`src/rtl/key_stack.sv`:
```
// key_stack: last-note-priority keyboard tracker.
// Keeps an ordered stack of held keys (index 0 = oldest, count-1 = newest).
// A released key is removed from the stack, and the output falls back to
// the most recent key that is still held. New presses are queued and pushed
// one per cycle, lowest index first.
module key_stack #(
    parameter int NUM_KEYS          = 24,
    parameter int IDX_W             = 5,
    parameter int DEPTH             = 8,
    parameter int RETRIG_ON_RELEASE = 0
) (
    input  logic                         clk,
    input  logic                         rst_n,
    input  logic [NUM_KEYS-1:0]          keys,
    output logic [IDX_W-1:0]             key,
    output logic                         press,
    output logic                         trigger,
    output logic [$clog2(DEPTH+1)-1:0]   count,
    output logic                         overflow
);

    localparam int CNT_W = $clog2(DEPTH+1);

    // Registered state
    logic [IDX_W-1:0]    stack_reg [DEPTH];
    logic [CNT_W-1:0]    count_reg;
    logic [NUM_KEYS-1:0] pending_reg;
    logic [NUM_KEYS-1:0] prev_reg;
    logic [IDX_W-1:0]    key_reg;
    logic                press_reg;
    logic                trigger_reg;
    logic                overflow_reg;

    // Next-state values
    logic [IDX_W-1:0]    stack_next [DEPTH];
    logic [CNT_W-1:0]    count_next;
    logic [NUM_KEYS-1:0] pending_next;
    logic [IDX_W-1:0]    key_next;
    logic                press_next;
    logic                trigger_next;
    logic                overflow_next;

    // Intermediate values
    logic [NUM_KEYS-1:0] rise;
    logic [NUM_KEYS-1:0] cand;
    logic [NUM_KEYS-1:0] push_mask;
    logic [DEPTH-1:0]    held;
    logic [IDX_W-1:0]    rm_stack [DEPTH];
    logic [IDX_W-1:0]    push_idx;
    logic                push_en;
    int                  kept;

    assign rise = keys & ~prev_reg;
    assign cand = (pending_reg | rise) & keys;

    // An entry survives only if it is valid and its key is still down.
    generate
        for (genvar gi = 0; gi < DEPTH; gi++) begin : g_held
            assign held[gi] = (count_reg > CNT_W'(gi)) && keys[stack_reg[gi]];
        end
    endgenerate

    // Remove released entries, compacting toward the bottom in original order.
    always_comb begin
        rm_stack = '{default: '0};
        kept     = 0;
        for (int i = 0; i < DEPTH; i++) begin
            if (held[i]) begin
                rm_stack[kept] = stack_reg[i];
                kept           = kept + 1;
            end
        end
    end

    // Pick the lowest-index pressed-but-not-yet-pushed key for this cycle.
    always_comb begin
        push_idx  = '0;
        push_mask = '0;
        for (int i = NUM_KEYS - 1; i >= 0; i--) begin
            if (cand[i]) begin
                push_idx = IDX_W'(i);
            end
        end
        push_en = |cand;
        if (push_en) begin
            push_mask[push_idx] = 1'b1;
        end
        pending_next = cand & ~push_mask;
    end

    // Push onto the compacted stack, evicting the oldest entry when full,
    // and derive the registered outputs from the resulting top of stack.
    always_comb begin
        stack_next    = rm_stack;
        count_next    = CNT_W'(kept);
        overflow_next = 1'b0;
        key_next      = key_reg;
        trigger_next  = 1'b0;
        if (push_en) begin
            if (kept == DEPTH) begin
                for (int i = 0; i < DEPTH - 1; i++) begin
                    stack_next[i] = rm_stack[i+1];
                end
                stack_next[DEPTH-1] = push_idx;
                overflow_next       = 1'b1;
            end else begin
                stack_next[kept] = push_idx;
                count_next       = CNT_W'(kept + 1);
            end
            key_next     = push_idx;
            trigger_next = 1'b1;
        end else if (kept > 0) begin
            key_next = rm_stack[kept-1];
            // Fallback to a different held key may optionally retrigger.
            if (RETRIG_ON_RELEASE != 0 && rm_stack[kept-1] != key_reg) begin
                trigger_next = 1'b1;
            end
        end
        press_next = (count_next != '0);
    end

    // State register; keys held through reset are captured in prev so they
    // do not count as fresh presses afterwards.
    always_ff @(posedge clk) begin
        prev_reg <= keys;
        if (!rst_n) begin
            stack_reg    <= '{default: '0};
            count_reg    <= '0;
            pending_reg  <= '0;
            key_reg      <= '0;
            press_reg    <= 1'b0;
            trigger_reg  <= 1'b0;
            overflow_reg <= 1'b0;
        end else begin
            stack_reg    <= stack_next;
            count_reg    <= count_next;
            pending_reg  <= pending_next;
            key_reg      <= key_next;
            press_reg    <= press_next;
            trigger_reg  <= trigger_next;
            overflow_reg <= overflow_next;
        end
    end

    assign key      = key_reg;
    assign press    = press_reg;
    assign trigger  = trigger_reg;
    assign count    = count_reg;
    assign overflow = overflow_reg;

endmodule

```
`config.mk`:
```
export PLATFORM = sky130hd
export DESIGN_NAME = key_stack
export DESIGN_NICKNAME = d
export VERILOG_FILES = /design/src/rtl/key_stack.sv
export SDC_FILE = /design/constraint.sdc
export NUM_CORES = 1
export LEC_CHECK = 0
export ABC_CLOCK_PERIOD_IN_PS = 24600
export CAP_MARGIN = 20
export CORE_ASPECT_RATIO = 0.75
export CORE_MARGIN = 2
export CORE_UTILIZATION = 37
export DETAILED_ROUTE_END_ITERATION = 12
export GPL_TIMING_DRIVEN = 0
export HOLD_SLACK_MARGIN = 0.02
export PLACE_DENSITY = 0.56
export REMOVE_ABC_BUFFERS = 1
export SLEW_MARGIN = 0
export SYNTH_ARGS = -nofsm -noshare
export SYNTH_HDL_FRONTEND = slang
export SYNTH_SLANG_ARGS = --single-unit
export TNS_END_PERCENT = 1
```
`constraint.sdc`:
```
create_clock -name clk -period 24.6 [get_ports clk]
set_input_delay 4.92 -clock clk [delete_from_list [all_inputs] [get_ports clk]]
set_output_delay 4.92 -clock clk [all_outputs]
set_load 0.005 [all_outputs]
```
======== After elaboration in Yosys (flattened, before gate mapping) ========
Cells that the tools add are included.
word-level totals
  bits in registers ....................... 100
  latch bits .............................. 0
  RAM bits ................................ 0
  ROM bits ................................ 0
  output and inout port bits .............. 12
  memories kept ........................... 0
cells by class
  $add $sub $neg .......................... 9
  multipliers ............................. 0
  divide/modulo/power cells ............... 0
  $lt $le $gt $ge ......................... 36
  eq/ne operators ......................... 1
  shifts and indexed selects .............. 0
  muxes and demuxes ....................... 94
  bitwise logic cells ..................... 15
  reductions and logical operators ........ 21
operator list
  kind                                                                number
  2-to-1 mux 40 bit                                                   9
  bitwise mux 40 bit                                                  8
  greater-or-equal comparator 32 x 4 -> 1 bit, second input constant  9
  NOT 32 bit                                                          9
  < comparator 32 x 1 -> 1 bit, second input constant                 8
  adder 32 x 2 -> 32 bit, second input constant                       7
  2-to-1 mux 32 bit                                                   7
  2-to-1 mux 5 bit                                                    37
  demux 5 bit (select 3 bit)                                          8
  AND 24 bit                                                          3
  < comparator 5 x 6 -> 1 bit, second input constant                  9
  NOT 24 bit                                                          2
  binary-select mux 1 bit (select 5 bit)                              8
  equality test 32 x 5 -> 1 bit, second input constant                1
  > comparator 32 x 1 -> 1 bit, second input constant                 1
  subtractor 32 x 2 -> 32 bit, second input constant                  1
  2-to-1 mux 24 bit                                                   1
  bitwise OR 24 bit                                                   1
  OR reduction 24 bit                                                 1
  logical AND 1 bit                                                   17
  > comparator 4 x 3 -> 1 bit, second input constant                  4
  binary-select mux 5 bit (select 3 bit)                              1
  2-to-1 mux 1 bit                                                    12
  > comparator 4 x 1 -> 1 bit, second input constant                  2
  other kinds (8)                                                     10

======== Logic depth before layout (Yosys ltp) ========
Gate-level depths: netlist of the first run.
  word-level depth ........................ 35
  depth in mapped cells ................... 41
  depth with buffers taken out ............ 36

======== Worst setup path after synthesis of the first run ========
No wires, ideal clock.
  kind .................................... input port to flip-flop
  from .................................... input port keys[15]
  to ...................................... register key_reg[0] (netlist: key[0])
  setup time .............................. 0.122 ns
  arrival time ............................ 12.629 ns
  data required time ...................... 24.478 ns
  path slack .............................. 11.850 ns
  stages .................................. 39
  path through ............................ clkbuf_1 -> mux2i_1 -> mux4_2 -> nor4b_2 -> or3_1 -> clkinv_1 -> buf_2 -> ha_1 -> clkbuf_1 -> a31oi_1 -> nand3_1 -> nand2_1 -> inv_1 -> ha_1 -> inv_1 -> a21oi_1 -> ha_1 -> inv_1 -> (+3 left out) -> mux2i_1 -> o21ai_1 -> clkbuf_1 -> ha_1 -> nand2b_1 -> o21ai_0 -> inv_1 -> ha_1 -> a21o_1 -> inv_1 -> ha_1 -> xor2_1 -> xnor2_1 -> xnor2_1 -> clkbuf_1 -> nor2_1 -> a211o_1 -> a221o_1
between the ends
  word-level cells in the longest chain between the ends .. 28
  elaborated cells between the ends (all ways) .. 125
  classes of those cells .................. add/sub (8); order compare (15); mux (74); bitwise (11); reduce/logical (17)
ends and longest elaborated chain
  element                                                                          line  RTL
  from (decl)                                                                      14    input logic [NUM_KEYS-1:0] keys,
  parallel branches: the longest is 28 deep, another holds adder 32 x 2 -> 32 bit  -
  to (signal assigned)                                                             138   key_reg <= key_next;
  to (decl)                                                                        29    logic [IDX_W-1:0] key_reg;
Several ways; the timed one is not identified. The select of a mux whose other input is x is not followed.
A chain may end at the register's enable or synchronous reset.

======== Final worst setup path of the first run ========
  from .................................... input port keys[11]
  to ...................................... register key_reg[2] (netlist: key[2])
Same word-level chain as after synthesis.

==> results.yml, run 1 <==
run_status:
  outcome: "finished, final reports clean"
floorplan:
  core_mm2: 0.0258
  row_count: 51
  pin_count: 38
  die_y_um: 144
  initial_utilization: 0.374
  dieArea_mm2: 0.0274
  die_w_um: 190
sta:
  setup_viol: 0
  relSlewSlack: 0.242
  rsz0062_at_grt: "no"
  finalSetupTns_ps: 0
  slew_violations: 0
  skew_ps: 9.01
  clock.fmax_ghz: 0.0645
  min_period_ps: 15510
  fin_crit_sh: 0.631
  tightestPinTransition_ps: 1140
  final-hold-violation-count: 0
routing:
  drt_iter0_markers: 1704
  wire_per_inst_um: 26.2
  viasPerCell: 6.66
  vias: 10200
  wl_met1_um: 18300
  drtAntennaViolNets: 0
  drt_wl_total_um: 40000
  wl_met2_um: 15600
  met3_length_um: 5170
  drc_errors: 0
  dr.max_layer_used: "met4"
  dr.pass1.iters: 7
power_and_ir_drop:
  leakage_nw: 3.82
  p_per_area_mw_per_mm2: 66.9
  peakVddDrop_v: 0.0000581
  total_power_mw: 0.697
cts:
  cts_hold_buf: 0
  clock-sinks: 100
  htreeDepth: 3
  cts_buffers: 9
  root_buffer: "clkbuf_16"
  clock_latency_ps: 360
  cts_buffer_depth: 2
  clkTransAtPathRegs_ps: 70
  postCtsResizedCells: 0
  postCtsSetupBuffers: 0
  cts_tree: "yes"
synthesis:
  yosysSeqAreaShare: 0.208
  synth_warnings: 0
  synth_edf_count: 0
  ys.flop_type: "dfxtp_1"
  yosysMostFrequentCell: "dfxtp_1"
  synthDistinctLibCells: 92
  synth_area_mm2: 0.00964
  synth_area_per_cell_um2: 7.96
  synthesis.instances: 1212
  ys_ff_latch: 100
  synth_top_area_frac: 0.208
  synth.area.top_cells: "dfxtp_1, mux2i_1, mux4_2, mux2_2, nand2_1"
  ys_top_cells_by_count: "dfxtp_1, nand2_1, mux2i_1"
  synth_async_sr_flop_share: 0
  yosysTopAreaCell: "dfxtp_1"
final_layout:
  largest_register_ffs: 40
  syn2layout_area_growth_pct: 8.16
  antennaDiodeCount: 0
  drive_above_1_share: 0.101
  nNetsFinal: 1213
global_route:
  grt_pass1_wl_um: 59700
  antenna_found_initial: 0
  grt_util_all_layers: 0.290
  grt_max_degree: 35
  grt_pass1_vias: 9405
  overflow: 0
critical_path:
  worstPathArrival_ps: 15720
  max_stage_delay_ps: 880
  critical_path.slowest_cell: "clkdlybuf4s50_1"
  worstSetupPathType: "primary input to flip-flop"
  cp-start-kind: "primary input"
  cpMostUsedCell: "ha_1"
  cp_max_fo: 16
  endpoint_kind: "flip-flop"
  worstPathRequired_ps: 24810
placement:
  place.gp.congestion: 0.965
  port_buffers: 37
  post-dp-hpwl_um: 29200
hold_path:
  holdCritPathClass: "flip-flop to flip-flop"
flow_run:
  cap_violations: 0
-- report_power, final --
group | total (mW) | internal, mW | switching, mW | leakage (nW)
Clock | 0.139 | 0.0699 | 0.0687 | 0.136
Sequential | 0.199 | 0.174 | 0.0247 | 0.822
Combinational | 0.360 | 0.117 | 0.243 | 2.86
Total | 0.697 | 0.361 | 0.336 | 3.82
-- cell usage in the layout, fill, tap and decap left out, types with 7 or more instances in the layout --
cell / count
mux4_2: 26
a21oi_1: 41
nand4_1: 16
nand2b_1: 10
o31ai_1: 8
and3_1: 13
o22ai_1: 29
o21ai_0: 67
a22o_1: 22
or3_1: 13
nor2_1: 83
or4_1: 10
a22oi_1: 20
and2_1: 17
inv_1: 68
ha_1: 9
a21o_1: 8
nor3_1: 26
a221oi_1: 21
dfxtp_1: 100
nand2_1: 99
a211oi_1: 36
xnor2_1: 15
mux2i_1: 94
nor2b_1: 18
nand3_1: 39
nor4_1: 7
clkdlybuf4s50_1: 37
o211ai_1: 12
clkbuf_16: 9
a31oi_1: 19
a32o_1: 11
mux2_2: 37
-- layout make-up --
cell class | count | area, um2
Sequential cell | 100 | 2000
Tap cell | 344 | 430
Timing Repair Buffer | 50 | 493
Clock inverter | 5 | 42.5
Clock buffer | 10 | 229
Multi-Input combinational cell | 945 | 6960
Fill cell | 2681 | 15300
Inverter | 72 | 273
-- metrics by stage --
step / setup slack, ps / instance area [um2] / hold WS (ps) / cells / util
finish: 9090 / 10400 / 546 / 1526 / 0.405
global route: 8470 / 10400 / 568 / 1526 / 0.405
CTS: 9320 / 10400 / 544 / 1524 / 0.404
detailed placement: 9000 / 10100 / 534 / 1509 / 0.393
global placement: 8320 / 10000 / 524 / 1498 / 0.388
floorplan: 11770 / 9210 / 501 / 1117 / -
-- kinds of logic (layout without fill, tap and decap cells) --
logic type,Yosys count,after routing,synth area share
other,1,1,0.000389
DFF,100,100,0.208
adders and majority gates,9,9,0.0117
and+or+nand+nor,381,381,0.202
AOI/OAI and AO/OA,371,371,0.276
xor gates and xnor gates,24,24,0.0262
buffers and inverters,167,137,0.0728
muxes,159,159,0.204
-- layer usage --
layer	GRT usage	up-vias
met1	0.441	4840
met4	0.0840	0
li1	-	4538
met3	0.0694	90
met2	0.395	701
met5	0	-
-- path summary, 6_finish.rpt --
kind                                     end                      from  slack, ps  cells past startpoint
setup / recovery         key[2]$_SDFFE_PN0P_                  keys[11]       9090                     36
hold / removal    pending_reg[23]$_SDFF_PN0_      prev_reg[23]$_DFF_P_        550                      3
setup reg to reg         key[2]$_SDFFE_PN0P_  stack_reg[36]$_SDFF_PN0_      13860                     35
hold reg to reg   pending_reg[23]$_SDFF_PN0_      prev_reg[23]$_DFF_P_        550                      3
-- worst max-delay path, delay by kind of cell --
| kind | cells | cell delay [ps] |
|---|---|---|
| compound gates | 9 | 2130 |
| fa+ha+maj | 7 | 2380 |
| xor+xnor | 3 | 1230 |
| buf+inv | 8 | 2270 |
| mux | 3 | 770 |
| simple gates | 6 | 1950 |
No activity file was read; power rests on OpenSTA's default activity.
==> inputs of run 2 (changes only) <==
ABC_CLOCK_PERIOD_IN_PS = 14200   (was 24600)
PLACE_DENSITY = 0.58   (was 0.56)
clock period = 14.2 ns   (was 24.6 ns; I/O delays follow)
==> run 2 against run 1 <==
Effect of this change: cell count hardly changed; die area stayed put; sequential share of layout area about the same; total power rose by 74%; register-to-register slack got worse by 10000 ps; via count down 0.20%; utilization is essentially flat; first-iteration DRC count down 4.5%; clock-buffer cell count fell by 1; highest routed layer unchanged; design area barely moved.
==> results.yml, run 2 (same netlist as run 1, synthesis figures left out) <==
sta:
  setup_viol: 0
  relSlewSlack: 0.179
  finalSetupTns_ps: 0
  min_period_ps: 13440
  final-hold-violation-count: 0
  tightestPinTransition_ps: 1220
  fin_crit_sh: 0.947
  slew_violations: 0
  setup_ws_ps: 759
  clock.fmax_ghz: 0.0744
  hold_slack_ps: 557
  rsz0062_at_grt: "no"
  skew_ps: 14.3
final_layout:
  final_core_util: 0.405
  antennaDiodeCount: 0
  layout_commonest_cell: "dfxtp_1"
  final-instance-count-excl-fill: 1525
  drive_above_1_share: 0.101
  syn2layout_area_growth_pct: 8.23
  final_cell_mix: "dfxtp_1, nand2_1, mux2i_1"
  nNetsFinal: 1211
  fin_area_mm2: 0.0104
  num-fill-cells: 2675
  largest_register_ffs: 40
floorplan:
  core_mm2: 0.0258
  row_count: 51
  dieArea_mm2: 0.0274
  pin_count: 38
  die_y_um: 144
  initial_utilization: 0.374
  die_w_um: 190
cts:
  clkTransAtPathRegs_ps: 80
  cts_tree: "yes"
  htreeDepth: 3
  postCtsSetupBuffers: 0
  postCtsResizedCells: 0
  cts_buffers: 9
  clock_latency_ps: 360
  cts_buffer_depth: 2
  clock-sinks: 100
  root_buffer: "clkbuf_16"
  cts_hold_buf: 0
run_status:
  outcome: "finished, final reports clean"
critical_path:
  r2r_end: "key[2]$_SDFFE_PN0P_"
  rrSetupSlack_ps: 3500
  critical_path.slowest_cell: "clkdlybuf4s50_1"
  cpMostUsedCell: "ha_1"
  regToRegStartpoint: "stack_reg[36]$_SDFF_PN0_"
  worstSetupPathType: "primary input to flip-flop"
  worstPathRequired_ps: 14410
  cp-start-kind: "primary input"
  cp_max_fo: 16
  critPathTopFamily: "adder cells"
  crit_buf_inv: 8
  reg2reg_depth: 36
  max_stage_delay_ps: 890
  endpoint_kind: "flip-flop"
  worstPathArrival_ps: 13660
placement:
  post-dp-hpwl_um: 29000
  place_inst: 1507
  place.gp.congestion: 0.967
  placed_area_mm2: 0.0101
  dpl_worst_slack_ps: 563
  port_buffers: 37
flow_run:
  cap_violations: 0
routing:
  drc_errors: 0
  dr.pass1.iters: 8
  viasPerCell: 6.66
  drt_iter0_markers: 1627
  drt_wl_total_um: 39600
  vias: 10100
  drtAntennaViolNets: 0
  wire_per_inst_um: 26.0
global_route:
  grt_max_degree: 35
  grt_util_all_layers: 0.290
  antenna_found_initial: 0
  grt_pass1_vias: 9331
  grt_pass1_wl_um: 59800
  overflow: 0
hold_path:
  hp-start: "prev_reg[23]$_DFF_P_"
  hold_end: "pending_reg[23]$_SDFF_PN0_"
  worst_hold_path.num_cells: 3
  holdCritPathClass: "flip-flop to flip-flop"
power_and_ir_drop:
  p_per_area_mw_per_mm2: 116
  peakVddDrop_v: 0.0000582
  total_power_mw: 1.21
  leakage_nw: 3.82
run 2: cell types whose count changed in the layout (fill, tap and decap cells not counted), sizes merged:
| cell | previous run | this run |
|---|---|---|
| clkbuf | 10 | 9 |
| inv | 75 | 74 |
| buf | 13 | 11 |
| clkinv | 2 | 4 |
| clkinvlp | 0 | 1 |
run 2: worst max-delay path by stage:
stage              from                  endpoint  slack, ps  cells after the start
2_1_floorplan  keys[15]  stack_reg[35]$_SDFF_PN0_       3450                     32
3_3_place_gp   keys[15]  stack_reg[37]$_SDFF_PN0_       -190                     30
3_5_place_dp   keys[11]       key[2]$_SDFFE_PN0P_        560                     36
4_1_cts        keys[14]       key[2]$_SDFFE_PN0P_        900                     36
5_1_grt        keys[14]       key[2]$_SDFFE_PN0P_        170                     37
6_report       keys[15]       key[2]$_SDFFE_PN0P_        760                     37
run 2: final cells by class:
class                           count  area (um2)  share of cell area
Sequential cell                   100        2000               0.192
Timing Repair Buffer               48         477              0.0457
Tap cell                          344         430              0.0412
Multi-Input combinational cell    945        6960               0.667
Inverter                           72         273              0.0261
Clock buffer                        9         225              0.0216
Clock inverter                      7        68.8             0.00659
run 2: power by group:
group | switching [mW] | internal (mW)
Combinational | 0.418 | 0.202
Clock | 0.125 | 0.124
Sequential | 0.0432 | 0.302
run 2: layer usage:
layer | track usage | routed length [um] | vias to the layer above
li1 | - | - | 4536
met1 | 0.431 | 18000 | 4791
met2 | 0.392 | 15400 | 754
met3 | 0.0908 | 5300 | 68
met4 | 0.0808 | 882 | 0
met5 | 0 | 0 | -
run 2: worst min-delay path: stages (launching register included):
cell	delay (ps)
dfxtp_1	330
a21oi_1	80
nand2_1	70
a21oi_1	40
==> inputs of run 3 (changes only) <==
CORE_ASPECT_RATIO = unset   (was 0.75)
GPL_ROUTABILITY_DRIVEN = 0   (was unset)
SKIP_LAST_GASP = 1   (was unset)
==> run 3 against run 2 <==
Effect of this change: setup slack got worse by 92 ps; hold slack improved by 1.4 ps; die area is essentially flat; sequential cell count stayed put; maximum frequency shrank 0.68%; total power decreased by 1.1%; register-to-register slack got worse by 120 ps; utilization is essentially flat; cell count is 0.52% lower; sequential power barely moved; clock-buffer cell count unchanged; largest cell class unchanged; largest power group unchanged.
==> results.yml, run 3 (same netlist as run 1, synthesis figures left out) <==
run_status:
  outcome: "finished, final reports clean"
power_and_ir_drop:
  leakage_nw: 3.83
  intPower_mw: 0.632
  seq_power_share: 0.286
  p_comb_frac: 0.502
  peakVddDrop_v: 0.0000580
  p_per_area_mw_per_mm2: 115
  power_switching_mw: 0.569
  clkPwrFrac: 0.212
  p_sw_frac: 0.474
critical_path:
  endpoint_kind: "flip-flop"
  cp-start-kind: "primary input"
  cpMostUsedCell: "ha_1"
  r2r_end: "key[2]$_SDFFE_PN0P_"
  regToRegStartpoint: "stack_reg[36]$_SDFF_PN0_"
  cp_max_fo: 13
  critical_path.slowest_cell: "clkdlybuf4s50_1"
  rrSetupSlack_ps: 3380
  reg2reg_depth: 36
  worstPathRequired_ps: 14410
  worstSetupPathType: "primary input to flip-flop"
  max_stage_delay_ps: 890
  worstPathArrival_ps: 13740
sta:
  final-hold-violation-count: 0
  clock.fmax_ghz: 0.0739
  setup_ws_ps: 668
  skew_ps: 13.6
  slew_violations: 0
  min_period_ps: 13530
  relSlewSlack: 0.249
  tightestPinTransition_ps: 1120
  setup_viol: 0
  rsz0062_at_grt: "no"
  hold_slack_ps: 558
  fin_crit_sh: 0.953
final_layout:
  layout_commonest_cell: "dfxtp_1"
  syn2layout_area_growth_pct: 8.50
  antennaDiodeCount: 0
  num-fill-cells: 2673
  drive_above_1_share: 0.0998
  largest_register_ffs: 40
  nNetsFinal: 1212
  final_cell_mix: "dfxtp_1, nand2_1, mux2i_1"
flow_run:
  cap_violations: 0
floorplan:
  die_w_um: 165
  dieArea_mm2: 0.0274
  initial_utilization: 0.373
  row_count: 59
  die_y_um: 165
  core_mm2: 0.0258
  pin_count: 38
routing:
  drt_wl_total_um: 37800
  viasPerCell: 6.56
  drc_errors: 0
  vias: 9957
  dr.pass1.iters: 6
  wire_per_inst_um: 24.9
  drt_iter0_markers: 1218
  drtAntennaViolNets: 0
placement:
  port_buffers: 37
  dpl_worst_slack_ps: 404
  post-dp-hpwl_um: 27500
cts:
  root_buffer: "clkbuf_16"
  cts_hold_buf: 0
  clock_latency_ps: 360
  htreeDepth: 3
  postCtsResizedCells: 0
  clkTransAtPathRegs_ps: 70
  cts_buffer_depth: 2
  clock-sinks: 100
  cts_buffers: 9
  cts_tree: "yes"
  postCtsSetupBuffers: 0
hold_path:
  holdCritPathClass: "flip-flop to flip-flop"
  hold_end: "pending_reg[23]$_SDFF_PN0_"
  worst_hold_path.num_cells: 3
  hp-start: "prev_reg[23]$_DFF_P_"
global_route:
  grt_pass1_wl_um: 56700
  overflow: 0
  grt_util_all_layers: 0.275
  grt_pass1_vias: 9011
  antenna_found_initial: 0
  grt_max_degree: 54
==> run 3: changes by cell type in the layout (fill, tap and decap cells not counted), moves of 2 or more <==
cell,delta
buf_4,+3
buf_2,-2
clkinv_8,+2
inv_8,-2
==> run 3: worst max-delay path: cells and delay by family <==
kind	cells	cell delay, ps
adders and majority gates	7	2450
AOI/OAI and AO/OA	10	2470
muxes	3	710
xor gates and xnor gates	3	1080
buffers and inverters	8	2340
and+or+nand+nor	6	1800
==> run 3: worst max path at each step <==
stage / cells after the start / endpoint / startpoint / slack, ps
finish: 37 / key[2]$_SDFFE_PN0P_ / keys[14] / 670
floorplan: 32 / stack_reg[35]$_SDFF_PN0_ / keys[15] / 3450
global route: 37 / key[2]$_SDFFE_PN0P_ / keys[11] / 80
detailed placement: 36 / key[4]$_SDFFE_PN0P_ / keys[15] / 400
CTS: 36 / key[4]$_SDFFE_PN0P_ / keys[15] / 740
global placement: 30 / stack_reg[38]$_SDFF_PN0_ / keys[15] / -100
==> run 3: cell type report <==
class | count | area, um2 | area share
multi-input cells | 945 | 6950 | 0.664
repair buffers | 49 | 502 | 0.0480
inverters | 72 | 273 | 0.0261
flip-flops and latches | 100 | 2000 | 0.191
clock inverters | 7 | 91.3 | 0.00873
clock buffers | 9 | 225 | 0.0215
well taps | 335 | 419 | 0.0401
==> run 3: metrics by stage <==
step	setup TNS, ps	power [mW]	area [um2]	cells	utilization
global route	0	1.26	10500	1517	0.405
global placement	-98.7	0.921	10000	1489	0.387
floorplan	0	0.733	9210	1117	-
detailed placement	0	0.928	10100	1498	0.391
CTS	0	1.18	10400	1514	0.403
finish	0	1.20	10500	1517	0.405
==> run 3: per-layer routing <==
layer | wire length (um) | GRT usage | up-vias
met5 | 0 | 0 | -
met4 | 1400 | 0.100 | 0
met3 | 3400 | 0.0452 | 105
met2 | 17000 | 0.432 | 599
met1 | 16100 | 0.379 | 4719
li1 | - | - | 4534
==> run 3: power groups by stage <==
stage / sequential (mW) / clock, mW / combinational [mW]
after detailed placement: 0.348 / 0 / 0.580
final: 0.343 / 0.255 / 0.604
after floorplan: 0.330 / 0 / 0.402
after global routing: 0.345 / 0.268 / 0.651
after global placement: 0.348 / 0 / 0.574
after CTS: 0.341 / 0.257 / 0.583
